--- src/rtl/tape_frame_reader.sv ---
// tape_frame_reader
//   Recovers framed words from a punched-tape reader. The clock track marks
//   each data sample (either transition), the frame track closes a word
//   (either transition). Good words are queued in a small show-ahead FIFO.
//
//   Optional feature macro: TAPE_READER_DEBOUNCE_EN
//     defined   -> clock and frame tracks pass through a DEBOUNCE_CYC filter
//     undefined -> filtered track equals the registered synchronised value
//
// Ports
//   clk, rst          : clock, synchronous active-high reset
//   clk_track         : sprocket track, each transition = one sample
//   data_track        : DATA_TRACKS data hole sensors
//   frame_track       : frame marker, each transition ends a word
//   out_data/out_valid: head of FIFO (show-ahead) / FIFO non-empty
//   out_ready         : consumer pops when out_valid && out_ready
//   frame_err         : one-cycle pulse, frame closed with wrong bit count
//   overflow          : sticky, good word dropped on full FIFO
//   fifo_count        : number of FIFO entries
module tape_frame_reader #(
  parameter int DATA_TRACKS  = 1,
  parameter int WORD_BITS    = 8,
  parameter int FIFO_DEPTH   = 4,
  parameter int DEBOUNCE_CYC = 4
) (
  input  logic                          clk,
  input  logic                          rst,
  input  logic                          clk_track,
  input  logic [DATA_TRACKS-1:0]        data_track,
  input  logic                          frame_track,
  output logic [WORD_BITS-1:0]          out_data,
  output logic                          out_valid,
  input  logic                          out_ready,
  output logic                          frame_err,
  output logic                          overflow,
  output logic [$clog2(FIFO_DEPTH):0]   fifo_count
);

  localparam int CNT_W  = $clog2(WORD_BITS + DATA_TRACKS + 1);
  localparam int PTR_W  = $clog2(FIFO_DEPTH);
  localparam int FCNT_W = PTR_W + 1;

  // Bit counter increment that sticks at WORD_BITS+DATA_TRACKS so an
  // over-long frame can never wrap back to a "good" count.
  function automatic logic [CNT_W-1:0] sat_add(input logic [CNT_W-1:0] c);
    if (c >= CNT_W'(WORD_BITS))
      return CNT_W'(WORD_BITS + DATA_TRACKS);
    else
      return c + CNT_W'(DATA_TRACKS);
  endfunction

  // ---- stage p0/p1: two-flop synchronisers, idle level is 1 ----
  logic                   clk_p0, clk_p1, frm_p0, frm_p1;
  logic [DATA_TRACKS-1:0] dat_p0, dat_p1;

  always_ff @(posedge clk) begin
    if (rst) begin
      clk_p0 <= 1'b1;
      clk_p1 <= 1'b1;
      frm_p0 <= 1'b1;
      frm_p1 <= 1'b1;
      dat_p0 <= '1;
      dat_p1 <= '1;
    end else begin
      clk_p0 <= clk_track;
      clk_p1 <= clk_p0;
      frm_p0 <= frame_track;
      frm_p1 <= frm_p0;
      dat_p0 <= data_track;
      dat_p1 <= dat_p0;
    end
  end

  // ---- stage p2: filtered track values ----
  logic clk_filt_p2, frm_filt_p2;

`ifdef TAPE_READER_DEBOUNCE_EN
  localparam int DB_W = $clog2(DEBOUNCE_CYC + 1);
  logic [DB_W-1:0] clk_db, frm_db;

  // A 1-bit track can only disagree with the filtered value in one way, so
  // the candidate is implicit: count consecutive disagreeing samples and
  // accept the new level once DEBOUNCE_CYC of them have been seen.
  always_ff @(posedge clk) begin
    if (rst) begin
      clk_filt_p2 <= 1'b1;
      frm_filt_p2 <= 1'b1;
      clk_db      <= '0;
      frm_db      <= '0;
    end else begin
      if (clk_p1 == clk_filt_p2) begin
        clk_db <= '0;
      end else if (clk_db == DB_W'(DEBOUNCE_CYC)) begin
        clk_filt_p2 <= clk_p1;
        clk_db      <= '0;
      end else begin
        clk_db <= clk_db + DB_W'(1);
      end
      if (frm_p1 == frm_filt_p2) begin
        frm_db <= '0;
      end else if (frm_db == DB_W'(DEBOUNCE_CYC)) begin
        frm_filt_p2 <= frm_p1;
        frm_db      <= '0;
      end else begin
        frm_db <= frm_db + DB_W'(1);
      end
    end
  end
`else
  always_ff @(posedge clk) begin
    if (rst) begin
      clk_filt_p2 <= 1'b1;
      frm_filt_p2 <= 1'b1;
    end else begin
      clk_filt_p2 <= clk_p1;
      frm_filt_p2 <= frm_p1;
    end
  end
`endif

  // ---- stage p3: previous filtered values, edge detection ----
  logic clk_prev_p3, frm_prev_p3;

  always_ff @(posedge clk) begin
    if (rst) begin
      clk_prev_p3 <= 1'b1;
      frm_prev_p3 <= 1'b1;
    end else begin
      clk_prev_p3 <= clk_filt_p2;
      frm_prev_p3 <= frm_filt_p2;
    end
  end

  logic clk_edge, frm_edge;
  assign clk_edge = clk_filt_p2 ^ clk_prev_p3;
  assign frm_edge = frm_filt_p2 ^ frm_prev_p3;

  // ---- word assembly: shift applies before the frame check ----
  logic [WORD_BITS-1:0] sr, sr_shift;
  logic [CNT_W-1:0]     bcnt, bcnt_shift;
  logic                 vld_p3, err_p3;

  assign sr_shift   = clk_edge ? ((sr << DATA_TRACKS) | WORD_BITS'(dat_p1)) : sr;
  assign bcnt_shift = clk_edge ? sat_add(bcnt) : bcnt;
  assign vld_p3     = frm_edge && (bcnt_shift == CNT_W'(WORD_BITS));
  assign err_p3     = frm_edge && (bcnt_shift != CNT_W'(WORD_BITS));

  always_ff @(posedge clk) begin
    if (rst) begin
      sr        <= '0;
      bcnt      <= '0;
      frame_err <= 1'b0;
    end else begin
      frame_err <= err_p3;
      if (frm_edge) begin
        sr   <= '0;
        bcnt <= '0;
      end else begin
        sr   <= sr_shift;
        bcnt <= bcnt_shift;
      end
    end
  end

  // ---- stage p4: output FIFO ----
  logic [WORD_BITS-1:0] mem [FIFO_DEPTH];
  logic [PTR_W-1:0]     wr_ptr, rd_ptr;
  logic                 full, pop, wr_en;

  assign full      = (fifo_count == FCNT_W'(FIFO_DEPTH));
  assign out_valid = (fifo_count != '0);
  assign pop       = out_valid && out_ready;
  // A pop frees the slot in the same cycle, so a full FIFO still accepts.
  assign wr_en     = vld_p3 && (!full || pop);
  assign out_data  = mem[rd_ptr];

  always_ff @(posedge clk) begin
    if (wr_en)
      mem[wr_ptr] <= sr_shift;
  end

  always_ff @(posedge clk) begin
    if (rst) begin
      wr_ptr     <= '0;
      rd_ptr     <= '0;
      fifo_count <= '0;
      overflow   <= 1'b0;
    end else begin
      if (wr_en)
        wr_ptr <= wr_ptr + PTR_W'(1);
      if (pop)
        rd_ptr <= rd_ptr + PTR_W'(1);
      case ({wr_en, pop})
        2'b10:   fifo_count <= fifo_count + FCNT_W'(1);
        2'b01:   fifo_count <= fifo_count - FCNT_W'(1);
        default: fifo_count <= fifo_count;
      endcase
      if (vld_p3 && !wr_en)
        overflow <= 1'b1;
    end
  end

endmodule

--- config.mk ---
export PLATFORM = sky130hd
export DESIGN_NAME = tape_frame_reader
export DESIGN_NICKNAME = d
export VERILOG_FILES = /design/src/rtl/tape_frame_reader.sv
export SDC_FILE = /design/constraint.sdc
export NUM_CORES = 1
export LEC_CHECK = 0
export CAP_MARGIN = 20
export CORE_MARGIN = 10
export CORE_UTILIZATION = 61
export DETAILED_ROUTE_END_ITERATION = 10
export PLACE_DENSITY = 0.83
export SLEW_MARGIN = 20
export SYNTH_ARGS = -nofsm -noshare
export SYNTH_HDL_FRONTEND = slang
export SYNTH_SLANG_ARGS = --single-unit
--- constraint.sdc ---
create_clock -name clk -period 4.1 [get_ports clk]
set_input_delay 1.23 -clock clk [delete_from_list [all_inputs] [get_ports clk]]
set_output_delay 1.23 -clock clk [all_outputs]
set_load 0.005 [all_outputs]
After elaboration in Yosys (flattened, before gate mapping)
Memories as Yosys holds them, arrays and structs flattened. A register that Yosys moved wholly into a read port is not among the register bits.
Index checks and enable logic that the tools add are counted.
- register bits after elaboration: 31
- RAM bits: 32
- bits of input ports: 6
- output and inout port bits: 14
- memories: 1
- memory list (name ; words ; bits a word ; rd ports ; clocked after memory_dff ; write ports ; RTL line ; source):
    mem ; 4 ; 8 ; 1 ; 1 ; 1 ; 166 ; logic [WORD_BITS-1:0] mem [FIFO_DEPTH];
- $add $sub $neg: 5
- magnitude comparators: 1
- eq/ne operators: 5
- multiplexer cells: 8
- bitwise gates (word level): 3
- reductions and logical operators: 11
- operators with widths (operator ; number):
    2-to-1 mux 4 bit ; 2
    2-to-1 mux 8 bit ; 1
    bitwise OR 8 x 1 -> 8 bit ; 1
    case mux 3 bit (2 select lines) ; 1
    logical AND 1 bit ; 5
    adder 2 x 1 -> 2 bit, second input constant ; 2
    adder 4 x 1 -> 4 bit, second input constant ; 1
    equality test 4 bit, second input constant ; 1
    >= comparator 4 bit, second input constant ; 1
    2-to-1 mux 2 bit ; 2
    != test 4 bit, second input constant ; 1
    adder 3 x 1 -> 3 bit, second input constant ; 1
    equality test 3 bit, second input constant ; 1
    nonzero test 3 bit ; 1
    subtractor 3 x 1 -> 3 bit, second input constant ; 1
    equality test 2 x 1 -> 1 bit, second input constant ; 1
    equality test 2 bit, second input constant ; 1
    zero test 1 bit ; 2
    2-to-1 mux 1 bit ; 2
    nonzero test 2 bit ; 1
    OR reduction 2 bit ; 1
    XOR 1 bit ; 2
    logical OR 1 bit ; 1

Longest topological paths before layout
Gate-level depths: netlist of the first run.
- word-level depth: 8
- mapped depth: 10
- gate-level depth less buffers: 10

Worst setup path after synthesis of the first run
Ideal clock, no wire load.
- path type: input to register
- start: input out_ready
- end: register fifo_count[0]
- setup time: 121 ps
- arrival time: 2580 ps
- required time: 3979 ps
- path slack: 1399 ps
- stages: 5
- cells stage by stage: or4b_2 -> nand4b_1 -> nor3_2 -> o21ba_2 -> mux2_4
- word-level cells in the longest chain between the ends: 5
- elaborated cells between the ends (all ways): 7
- classes of those cells: eq/ne: 2; mux: 1; reduce/logical: 4
- ends and longest elaborated chain (item ; RTL line ; source):
    start: declaration ; 33 ; input logic out_ready,
    logical AND 1 bit * ; 172 ; assign pop = out_valid && out_ready;
    logical OR 1 bit ; 174 ; assign wr_en = vld_p3 && (!full || pop);
    logical AND 1 bit ; 174 ;
    equality test 2 x 1 -> 1 bit / equality test 2 bit (equally long branches) ; 193 ; case ({wr_en, pop})
    case mux 3 bit (2 select lines) / nonzero test 2 bit (equally long branches) ; n/a ;
    end signal: assignment ; 194 ; 2'b10: fifo_count <= fifo_count + FCNT_W'(1);
    end signal: assignment ; 195 ; 2'b01: fifo_count <= fifo_count - FCNT_W'(1);
    end signal: assignment ; 196 ; default: fifo_count <= fifo_count;
    end: declaration ; 36 ; output logic [$clog2(FIFO_DEPTH):0] fifo_count
Every way passes the cells marked *; elsewhere a longest branch is shown, timed or not.
A chain may end at the register's enable or synchronous reset.

==> impl_results.md, run 1 <==
- Worst Tran Pin Value: slightly above 700 ps
- CP max stage delay: between 600 and 700 ps
- Synth top area share: about two fifths
- Area Growth Syn to Fin: 17.74%
- Final hold viol count: 0
- Average size of a mapped cell: about 13 um2
- Largest fanout on the critical path: 8
- Crit path depth: 2
- WP data arrival: roughly 2000 ps
- Placed instance area: between 2000 and 3000 um2
- Clock slew at reported path FFs: 70 ps
- PD cells: approximately 430 nW/um2
- # DRC: 0
- Drt wl/cell: 17.32 um
- Critical Path Slowest Stage Cell: dfxtp_1
- Yosys cell types: 32
- Wl on met1: 1904 um
- Async S/R FF share, synth: 0%
- Flops & latches, synth: 65
- Hold-fix buffers, CTS: 0
- # fillers: 229
- Drt total wl: between 4000 and 5000 um
- Area contributors post-synth: edfxtp_1, dfxtp_1, mux4_2
- Via-to-Cell Ratio: 5.415
- Main flop type after synthesis: dfxtp_1
- Hold slack final: ~420 ps
- WL met3: between 200 and 250 um
- # Post-CTS Setup Buffers: 0
- Gr ovfl total: 0
- Post-layout nets: between 200 and 250
- Synth warn: 0
- Area leader, netlist: edfxtp_1
- CP bufs+invs: 1
- Mapped cell area: ~2500 um2
- Status: completed
- Die Span Y: 84.24 um
- Num Clock Sinks: 65
- WHS Path Cells: 1
- Worst r2r path cells: 10
- Register area share after synthesis: 64.41%
- Peak supply drop: roughly 0.42 mV
- # port buffers: 19
- Initial antenna violation count: 0
- Antenna Violating Nets Remaining: 0
- Tcrit/Tclk final: 79.53%
- GRT Util Overall: about 14%
- Final TNS setup: 0 ps
- Pin count of the biggest net entering global routing: 25
- CTS Buffer Depth: 2
- Number of CTS-inserted buffers: 9
- Max_slew headroom: about 52%
- RSZ-0062 raised after global routing: no
- Die width: 84.24 um
- Met2 wire length: about 2600 um
- Top layer in use: met4
- First-pass GRT wire length: just under 8000 um
- Layout cell share with drive strength beyond 1: between 10% and 20%
- Global placement routability congestion: 0.7322
- Vias in the first global route: between 1500 and 2000
- Core area: 4000 um2
- Fmax: between 300 and 400 MHz
- CTS root buffer: clkbuf_8
- Vias post-DR: roughly 1500
- Crit. End Element: output pin
- Tmin final: about 3300 ps
- Finished Cell Area: 2964 um2
- Core Rows: 23
- Worst min path class: reg -> reg
- Synth Instances: 195
- Required @ worst endpoint: between 2000 and 3000 ps
- CP Launch Type: register
- MaxCap Viol Count: 0
- Crit path cell chain: mux4_2, clkdlybuf4s50_1
- Die area: ~7100 um2
- WS Path Type: reg -> out
- Crit path max-delay family: flip-flops
- CTS tree: yes
- Initial Util: a little over three fifths
- Pleak: 1.069 nW
- Synth Net Count: around 210
- First-pass DRT Iterations: 5
- Count of flip-flops with a built-in enable after synthesis: 32
- Worst Clk Skew: around 4.3 ps
- Post-CTS sizing: 0
- Dpl hpwl: approximately 3300 um
- Slew Limit Fails: 0
- Worst skew pair latency: about 340 ps
- Post-place setup slack: ~870 ps
- Ports: 20
- Commonest cells in the netlist: dfxtp_1, nand2_1, edfxtp_1, nor2_1, a21oi_1
- CTS HTree Levels: 3
- DR iter-0 viols: 86
- Final setup vio count: 0
- Final WS setup: ~840 ps
- Diode count: 0
-- metal layers --
metal / global-route usage, % / vias up
li1: - / 729
met1: 14.20 / 719
met2: 24.83 / 34
met3: 4.541 / 7
met4: 7.154 / 0
met5: 0 / -
-- report_power, final --
| part | switching (mW) | total (mW) | internal (mW) |
|---|---|---|---|
| registers | 0.00224 | 0.683 | 0.681 |
| logic | 0.0140 | 0.0245 | 0.0106 |
| clock network | 0.236 | 0.572 | 0.336 |
| total | 0.253 | 1.28 | 1.03 |
-- state kept, by name, summed over array words and instances (netlist names), 2 cells and up, named ones only --
name	count
mem	32
sr	8
wr_ptr	2
bcnt	4
rd_ptr	2
fifo_count	3
-- cells by family (layout without fill, tap and decap cells) --
family	count (synthesis)	in the layout	synth area share (%)
and+or+nand+nor	80	80	15.61
DFF	65	65	64.41
AOI/OAI and AO/OA	15	15	3.628
muxes	12	12	8.996
buffers and inverters	10	40	1.491
adders and majority gates	7	7	3.777
xor gates and xnor gates	6	6	2.087
-- layout by cell type (no fill, tap or decap), drive strengths merged, types with 2 or more instances in the layout --
cell type	instances
nand2b	4
mux2i	2
or2	10
bufinv	2
nor3	3
xnor2	4
nor2	16
ha	6
edfxtp	32
mux4	8
dfxtp	33
clkdlybuf4s50	19
or3	2
clkinv	4
clkbuf	9
nor2b	2
inv	4
and2	5
xor2	2
a21oi	11
nand2	33
mux2	2
-- layout make-up --
cell class              instances  area [um2]  share of cell area, %
multi-input cells             120       858.3                  28.96
clock inverters                 7       85.08                  2.870
well taps                      50       62.56                  2.111
repair buffers                 20       197.7                  6.670
clock buffers                   9       123.9                  4.179
inverters                       4       15.01                 0.5065
flip-flops and latches         65        1622                  54.71
-- metrics by stage --
step | instances | total power [mW] | utilization, %
2_1_floorplan | 195 | 0.7113 | -
3_3_place_gp | 259 | 0.7193 | 68.88
3_5_place_dp | 259 | 0.7215 | 68.88
4_1_cts | 275 | 1.287 | 74.10
5_1_grt | 275 | 1.318 | 74.10
6_report | 275 | 1.280 | 74.10
-- path summary, 6_finish.rpt --
kind / endpoint / start / slack [ps]
worst min-delay path: frm_filt_p2$_SDFF_PP1_ / frm_p1$_SDFF_PP1_ / 420
worst min register to register: frm_filt_p2$_SDFF_PP1_ / frm_p1$_SDFF_PP1_ / 420
worst max register to register: fifo_count[2]$_SDFFE_PP0P_ / clk_filt_p2$_SDFF_PP1_ / 1210
worst max-delay path: out_data[0] / register / 840
-- worst reg2reg max path: stages (launching register included) --
cell,delay (ps)
dfxtp_1,340
xnor2_1,140
buf_4,180
or3_1,340
o32a_1,430
nor3_2,270
nor2_1,80
fa_1,390
nand2b_1,160
a2bb2oi_1,140
mux2_1,310
No activity file was read; power rests on OpenSTA's default activity.
==> run 2: changes to the inputs <==
--- a/config.mk
+++ b/config.mk
@@ -7,9 +7,9 @@
 export LEC_CHECK = 0
 export CAP_MARGIN = 20
 export CORE_MARGIN = 10
-export CORE_UTILIZATION = 61
+export CORE_UTILIZATION = 51
 export DETAILED_ROUTE_END_ITERATION = 10
-export PLACE_DENSITY = 0.83
+export PLACE_DENSITY = 0.74
 export SLEW_MARGIN = 20
 export SYNTH_ARGS = -nofsm -noshare
 export SYNTH_HDL_FRONTEND = slang
==> constraint.sdc (replaced) <==
create_clock -name clk -period 2.9 [get_ports clk]
set_input_delay 0.87 -clock clk [delete_from_list [all_inputs] [get_ports clk]]
set_output_delay 0.87 -clock clk [all_outputs]
set_load 0.005 [all_outputs]
==> run 2 against run 1 <==
Compared with the run above:
- sequential share of layout area down 1.0 points
- utilization shrank 11 points
- worst setup slack worse by 640 ps
- hold slack got worse by 8.5 ps
- total power is 40% higher
- count of clock-buffer cells in the layout unchanged
- clock power increased by 39%
- register-to-register slack got worse by 880 ps
- critical path depth is 1 higher
- via count decreased by 1.6%
- final area is 1.9% higher
- global-route usage is 3.1 points lower
- largest cell class unchanged
==> impl_results.md, run 2 (synthesis results as in run 1) <==
- Largest fanout on the critical path: 8 (unchanged)
- GRT Util Overall: 10.85% (-3.1 points)
- Most frequent cells in the layout: nand2_1, dfxtp_1, edfxtp_1
- WL met3: 228 um (+9.6%)
- Final TNS setup: 0 ps (unchanged)
- # Post-CTS Setup Buffers: 0 (unchanged)
- Crit. End Element: output pin
- Post-CTS sizing: 0 (unchanged)
- Final hold viol count: 0 (unchanged)
- First-pass GRT wire length: 6989 um (-9.3%)
- Vias in the first global route: 1506 (-2.1%)
- RSZ-0062 raised after global routing: no
- Layout cell share with drive strength beyond 1: 18.78% (+1.9 points)
- Post-place setup slack: 54.97 ps (-813.4 ps)
- Dpl hpwl: 2880 um (-12%)
- Largest register FFs: 32 (unchanged)
- Post-layout nets: 238 (+2.1%)
- DR iter-0 viols: 91 (+5.8%)
- First-pass DRT Iterations: 4 (-1)
- Gr ovfl total: 0 (unchanged)
- CTS Buffer Depth: 2 (unchanged)
- Num Clock Sinks: 65 (unchanged)
- Antenna Violating Nets Remaining: 0 (unchanged)
- CTS tree: yes
- Final WS setup: 198.8 ps (-640.4 ps)
- Tmin final: about 2700 ps
- Core area: 4755 um2 (+19%)
- Largest regs: mem x32, sr x8, bcnt x4
- Max_slew headroom: 71.02% (+19 points)
- Initial Util: 52.95% (-10 points)
- Die width: 90.26 um (+7.1%)
- Hold-fix buffers, CTS: 0 (unchanged)
- Final Core Density: 63.55% (-11 points)
- Initial antenna violation count: 0 (unchanged)
- Vias post-DR: 1465 (-1.6%)
- Via-to-Cell Ratio: 4.949 (-8.6%)
- Worst Tran Pin Value: 434.7 ps (-282.4 ps)
- WP data arrival: 1830 ps (-200 ps)
- Core Rows: 25 (+8.7%)
- # port buffers: 19 (unchanged)
- CTS root buffer: clkbuf_8
- Worst skew pair latency: 330 ps (about the same)
- CP Launch Type: register
- Worst min path class: reg -> reg
- Required @ worst endpoint: 2030 ps (-840 ps)
- WS Path Type: reg -> out
- Drt total wl: 4033 um (-15%)
- Final setup vio count: 0 (unchanged)
- # DRC: 0 (unchanged)
- Fmax: 370.2 MHz
- Diode count: 0 (unchanged)
- Pin count of the biggest net entering global routing: 19 (-24%)
- PD cells: 594.8 nW/um2 (+38%)
- CTS HTree Levels: 3 (unchanged)
- Most flop-heavy register: mem
- Worst Clk Skew: 5.053 ps (+0.7910 ps)
- Die Span Y: 90.26 um (+7.1%)
- Number of CTS-inserted buffers: 9 (unchanged)
- Status: completed
- Tcrit/Tclk final: 93.14%
- Drt wl/cell: 13.63 um (-21%)
- Global placement routability congestion: 0.7778 (+6.2%)
- Pleak: 1.089 nW (+1.9%)
- Peak supply drop: 0.3610 mV (-15%)
- MaxCap Viol Count: 0 (unchanged)
- Clock slew at reported path FFs: 60 ps (about the same)
- Area Growth Syn to Fin: 20.03%
- Ports: 20 (unchanged)
- Slew Limit Fails: 0 (unchanged)
- Top layer in use: met4
- Die area: 8146 um2 (+15%)
- Wl on met1: 1818 um (-4.5%)
- Met2 wire length: 1925 um (-25%)
## run 2: cell count changes in the layout (fill, tap and decap cells not counted)
cell,before,now
buf_4,1,6
clkinv_1,2,1
clkinv_2,2,1
clkinvlp_4,1,2
## run 2: worst paths after layout
check                         startpoint                    endpoint  slack (ps)  cells after the start
setup / recovery                register                 out_data[5]         200                      3
hold / removal         frm_p0$_SDFF_PP1_           frm_p1$_SDFF_PP1_         410                      1
setup reg to reg  clk_filt_p2$_SDFF_PP1_  fifo_count[2]$_SDFFE_PP0P_         330                      9
hold reg to reg        frm_p0$_SDFF_PP1_           frm_p1$_SDFF_PP1_         410                      1
## run 2: layout make-up
class / count / area (um2)
timing repair buffer: 25 / 235.2
tap: 67 / 83.83
inverter: 4 / 15.01
multi-input combinational: 120 / 858.3
sequential: 65 / 1622
clock inverter: 6 / 83.83
clock buffer: 9 / 123.9
fill: 390 / 1733
## run 2: per-stage QoR
stage | cell area, um2 | hold WS [ps] | total power, mW | instances
finish | 3022 | 408.7 | 1.797 | 296
global route | 3022 | 421.2 | 1.857 | 296
CTS | 3022 | 408.8 | 1.816 | 296
detailed placement | 2814 | 393.8 | 1.021 | 281
global placement | 2814 | 393.8 | 1.021 | 281
floorplan | 2517 | 389.5 | 1.006 | 195
## run 2: critical path: stages (launching register included)
cell and delay [ps]:
dfxtp_1 310, buf_4 200, mux4_2 530, clkdlybuf4s50_1 460
## run 2: power by group
group,switching (mW),internal [mW]
combinational,0.0191,0.0165
sequential,0.00269,0.963
clock,0.322,0.474
total,0.344,1.45
## run 2: metal layers
layer	vias up	global-route usage, %
met1	693	11.90
li1	736	-
met4	0	5.570
met3	8	5.569
met5	-	0
met2	28	16.89
==> run 3: changes to the inputs <==
--- a/config.mk
+++ b/config.mk
@@ -6,7 +6,6 @@
 export NUM_CORES = 1
 export LEC_CHECK = 0
 export CAP_MARGIN = 20
-export CORE_MARGIN = 10
 export CORE_UTILIZATION = 51
 export DETAILED_ROUTE_END_ITERATION = 10
 export PLACE_DENSITY = 0.74
==> run 3 against run 2 <==
Compared with the run above:
- global-route usage up 6.5 points
- sequential share of layout area up 0.56 points
- critical path depth unchanged
- register-to-register slack worse by 80 ps
- final cell count down 0.34%
- largest cell class unchanged
- count of clock-buffer cells in the layout up 3
- non-clock buffer count down 2
- wire length down 4.7%
- total power down 5.4%
- first-iteration DRC count up 5.5%
- highest routed layer unchanged
- die area down 36%
- critical path type unchanged
==> impl_results.md, run 3 (synthesis results as in run 1) <==
- CP bufs+invs: 2 (unchanged)
- Pin count of the biggest net entering global routing: 24 (+5)
- CTS HTree Levels: 3 (unchanged)
- PD cells: 568.7 nW/um2 (-4.4%)
- Max_slew headroom: 69.96% (-1.1 points)
- Register Area: 1622 um2 (unchanged)
- Num Clock Sinks: 65 (unchanged)
- Slew Limit Fails: 0 (unchanged)
- Worst skew pair latency: 330 ps (about the same)
- WP data arrival: 1820 ps (about the same)
- Most flop-heavy register: mem
- First-pass DRT Iterations: 4 (unchanged)
- MaxCap Viol Count: 0 (unchanged)
- Gr ovfl total: 0 (unchanged)
- Sequential share of power: 56.8% (+3.1 points)
- Hold slack final: 411.3 ps (+2.601 ps)
- Initial antenna violation count: 0 (unchanged)
- CTS Buffer Depth: 2 (unchanged)
- CP Launch Type: register
- Final hold viol count: 0 (unchanged)
- CP max stage delay: 530 ps (about the same)
- GRT Util Overall: 17.32% (+6.5 points)
- Tcrit/Tclk final: 92.65% (-0.50 points)
- Core Rows: 25 (unchanged)
- Final TNS setup: 0 ps (unchanged)
- Crit path cell chain: buf_4, mux4_2, clkdlybuf4s50_1
- Ports: 20 (unchanged)
- Vias in the first global route: 1373 (-8.8%)
- Overall power: 1.701 mW (-5.4%)
- Post-layout nets: 236 (-0.84%)
- # port buffers: 19 (unchanged)
- Die Span Y: 72.26 um (-20%)
- RSZ-0062 raised after global routing: no
- Die area: 5221 um2 (-36%)
- Clock slew at reported path FFs: 70 ps (about the same)
- Tmin final: 2687 ps (-14.43 ps)
- # Post-CTS Setup Buffers: 0 (unchanged)
- Drt total wl: 3843 um (-4.7%)
- Pleak: 1.074 nW (-1.4%)
- Layout cell share with drive strength beyond 1: 18.42% (-0.36 points)
- Fmax: 372.2 MHz (+0.54%)
- Clock share of power: 41.1% (-3.2 points)
- Diode count: 0 (unchanged)
- Multi-input gate area: 858.3 um2 (unchanged)
- # DRC: 0 (unchanged)
- Post-CTS sizing: 0 (unchanged)
- Critical Path Slowest Stage Cell: mux4_2
- Final setup vio count: 0 (unchanged)
- DR iter-0 viols: 96 (+5.5%)
- Required @ worst endpoint: 2030 ps (about the same)
- Largest regs: mem x32, sr x8, bcnt x4
- Area Growth Syn to Fin: 18.79%
- Worst Clk Skew: 7.169 ps (+2.116 ps)
- Worst Tran Pin Value: 450.5 ps (+15.87 ps)
- CTS tree: yes
- First-pass GRT wire length: 6389 um (-8.6%)
- Initial Util: 53.30% (+0.35 points)
- Logic pwr share: 2.1% (about the same)
- Crit path max-delay family: buffers and inverters
- Status: completed
- Worst min path class: reg -> reg
- # fillers: 375 (-3.8%)
- Hold-fix buffers, CTS: 0 (unchanged)
- Drt wl/cell: 13.03 um (-4.4%)
- Global placement routability congestion: 0.7430 (-4.5%)
- Die width: 72.26 um (-20%)
- Sw power: 339.1 uW (-1.5%)
- Sw frac: 19.94% (+0.78 points)
- Final Core Density: 63.31% (-0.24 points)
- Crit. End Element: output pin
- Vias post-DR: 1456 (-0.61%)
- CTS root buffer: clkbuf_8
- Number of CTS-inserted buffers: 9 (unchanged)
- Antenna Violating Nets Remaining: 0 (unchanged)
- Via-to-Cell Ratio: 4.936 (-0.28%)
- Finished Cell Area: 2990 um2 (-1.0%)
- Largest fanout on the critical path: 8 (unchanged)
- WS Path Type: reg -> out
- Int Power: 1.362 mW (-6.3%)
- Most frequent cells in the layout: nand2_1, dfxtp_1, edfxtp_1
- Dpl hpwl: 2784 um (-3.3%)
- Peak supply drop: 0.3496 mV (-3.1%)
- Largest register FFs: 32 (unchanged)
- Placed instance area: 2799 um2 (-0.53%)
- Core area: 4723 um2 (-0.66%)
## run 3: power by group through the flow
stage               Clock (mW)  Combinational [mW]  Sequential [mW]
floorplan                    0              0.0208            0.985
global placement             0              0.0357            0.985
detailed placement           0              0.0360            0.986
CTS                      0.718              0.0363            0.966
global route             0.762              0.0398            0.966
finish                   0.699              0.0357            0.966
## run 3: area by class of cell
class | instances | area share [%]
Sequential cell | 65 | 54.23
Multi-Input combinational cell | 120 | 28.70
Timing Repair Buffer | 23 | 7.364
Clock buffer | 12 | 5.565
Tap cell | 67 | 2.803
Clock inverter | 4 | 0.8368
Inverter | 4 | 0.5021
## run 3: path summary, 6_finish.rpt
kind,start,to,slack [ps],cells after the start
worst max-delay path,register,out_data[0],210,3
worst min-delay path,frm_p1$_SDFF_PP1_,frm_filt_p2$_SDFF_PP1_,410,1
worst min register to register,frm_p1$_SDFF_PP1_,frm_filt_p2$_SDFF_PP1_,410,1
worst max register to register,clk_filt_p2$_SDFF_PP1_,fifo_count[2]$_SDFFE_PP0P_,250,9
## run 3: per-layer routing
layer  global-route usage [%]  up-vias  share of wire [%]
met1                    20.17      688                 44
li1                         -      734                  -
met5                        0        -                  0
met4                    7.843        0               0.73
met2                    28.04       32                 51
met3                    7.222        2                4.1
## run 3: per-stage QoR
step           worst slack (ps)  cells
6_report                  213.3    295
5_1_grt                   70.11    295
4_1_cts                   162.7    295
3_5_place_dp              20.38    279
3_3_place_gp              43.87    279
2_1_floorplan             378.4    195
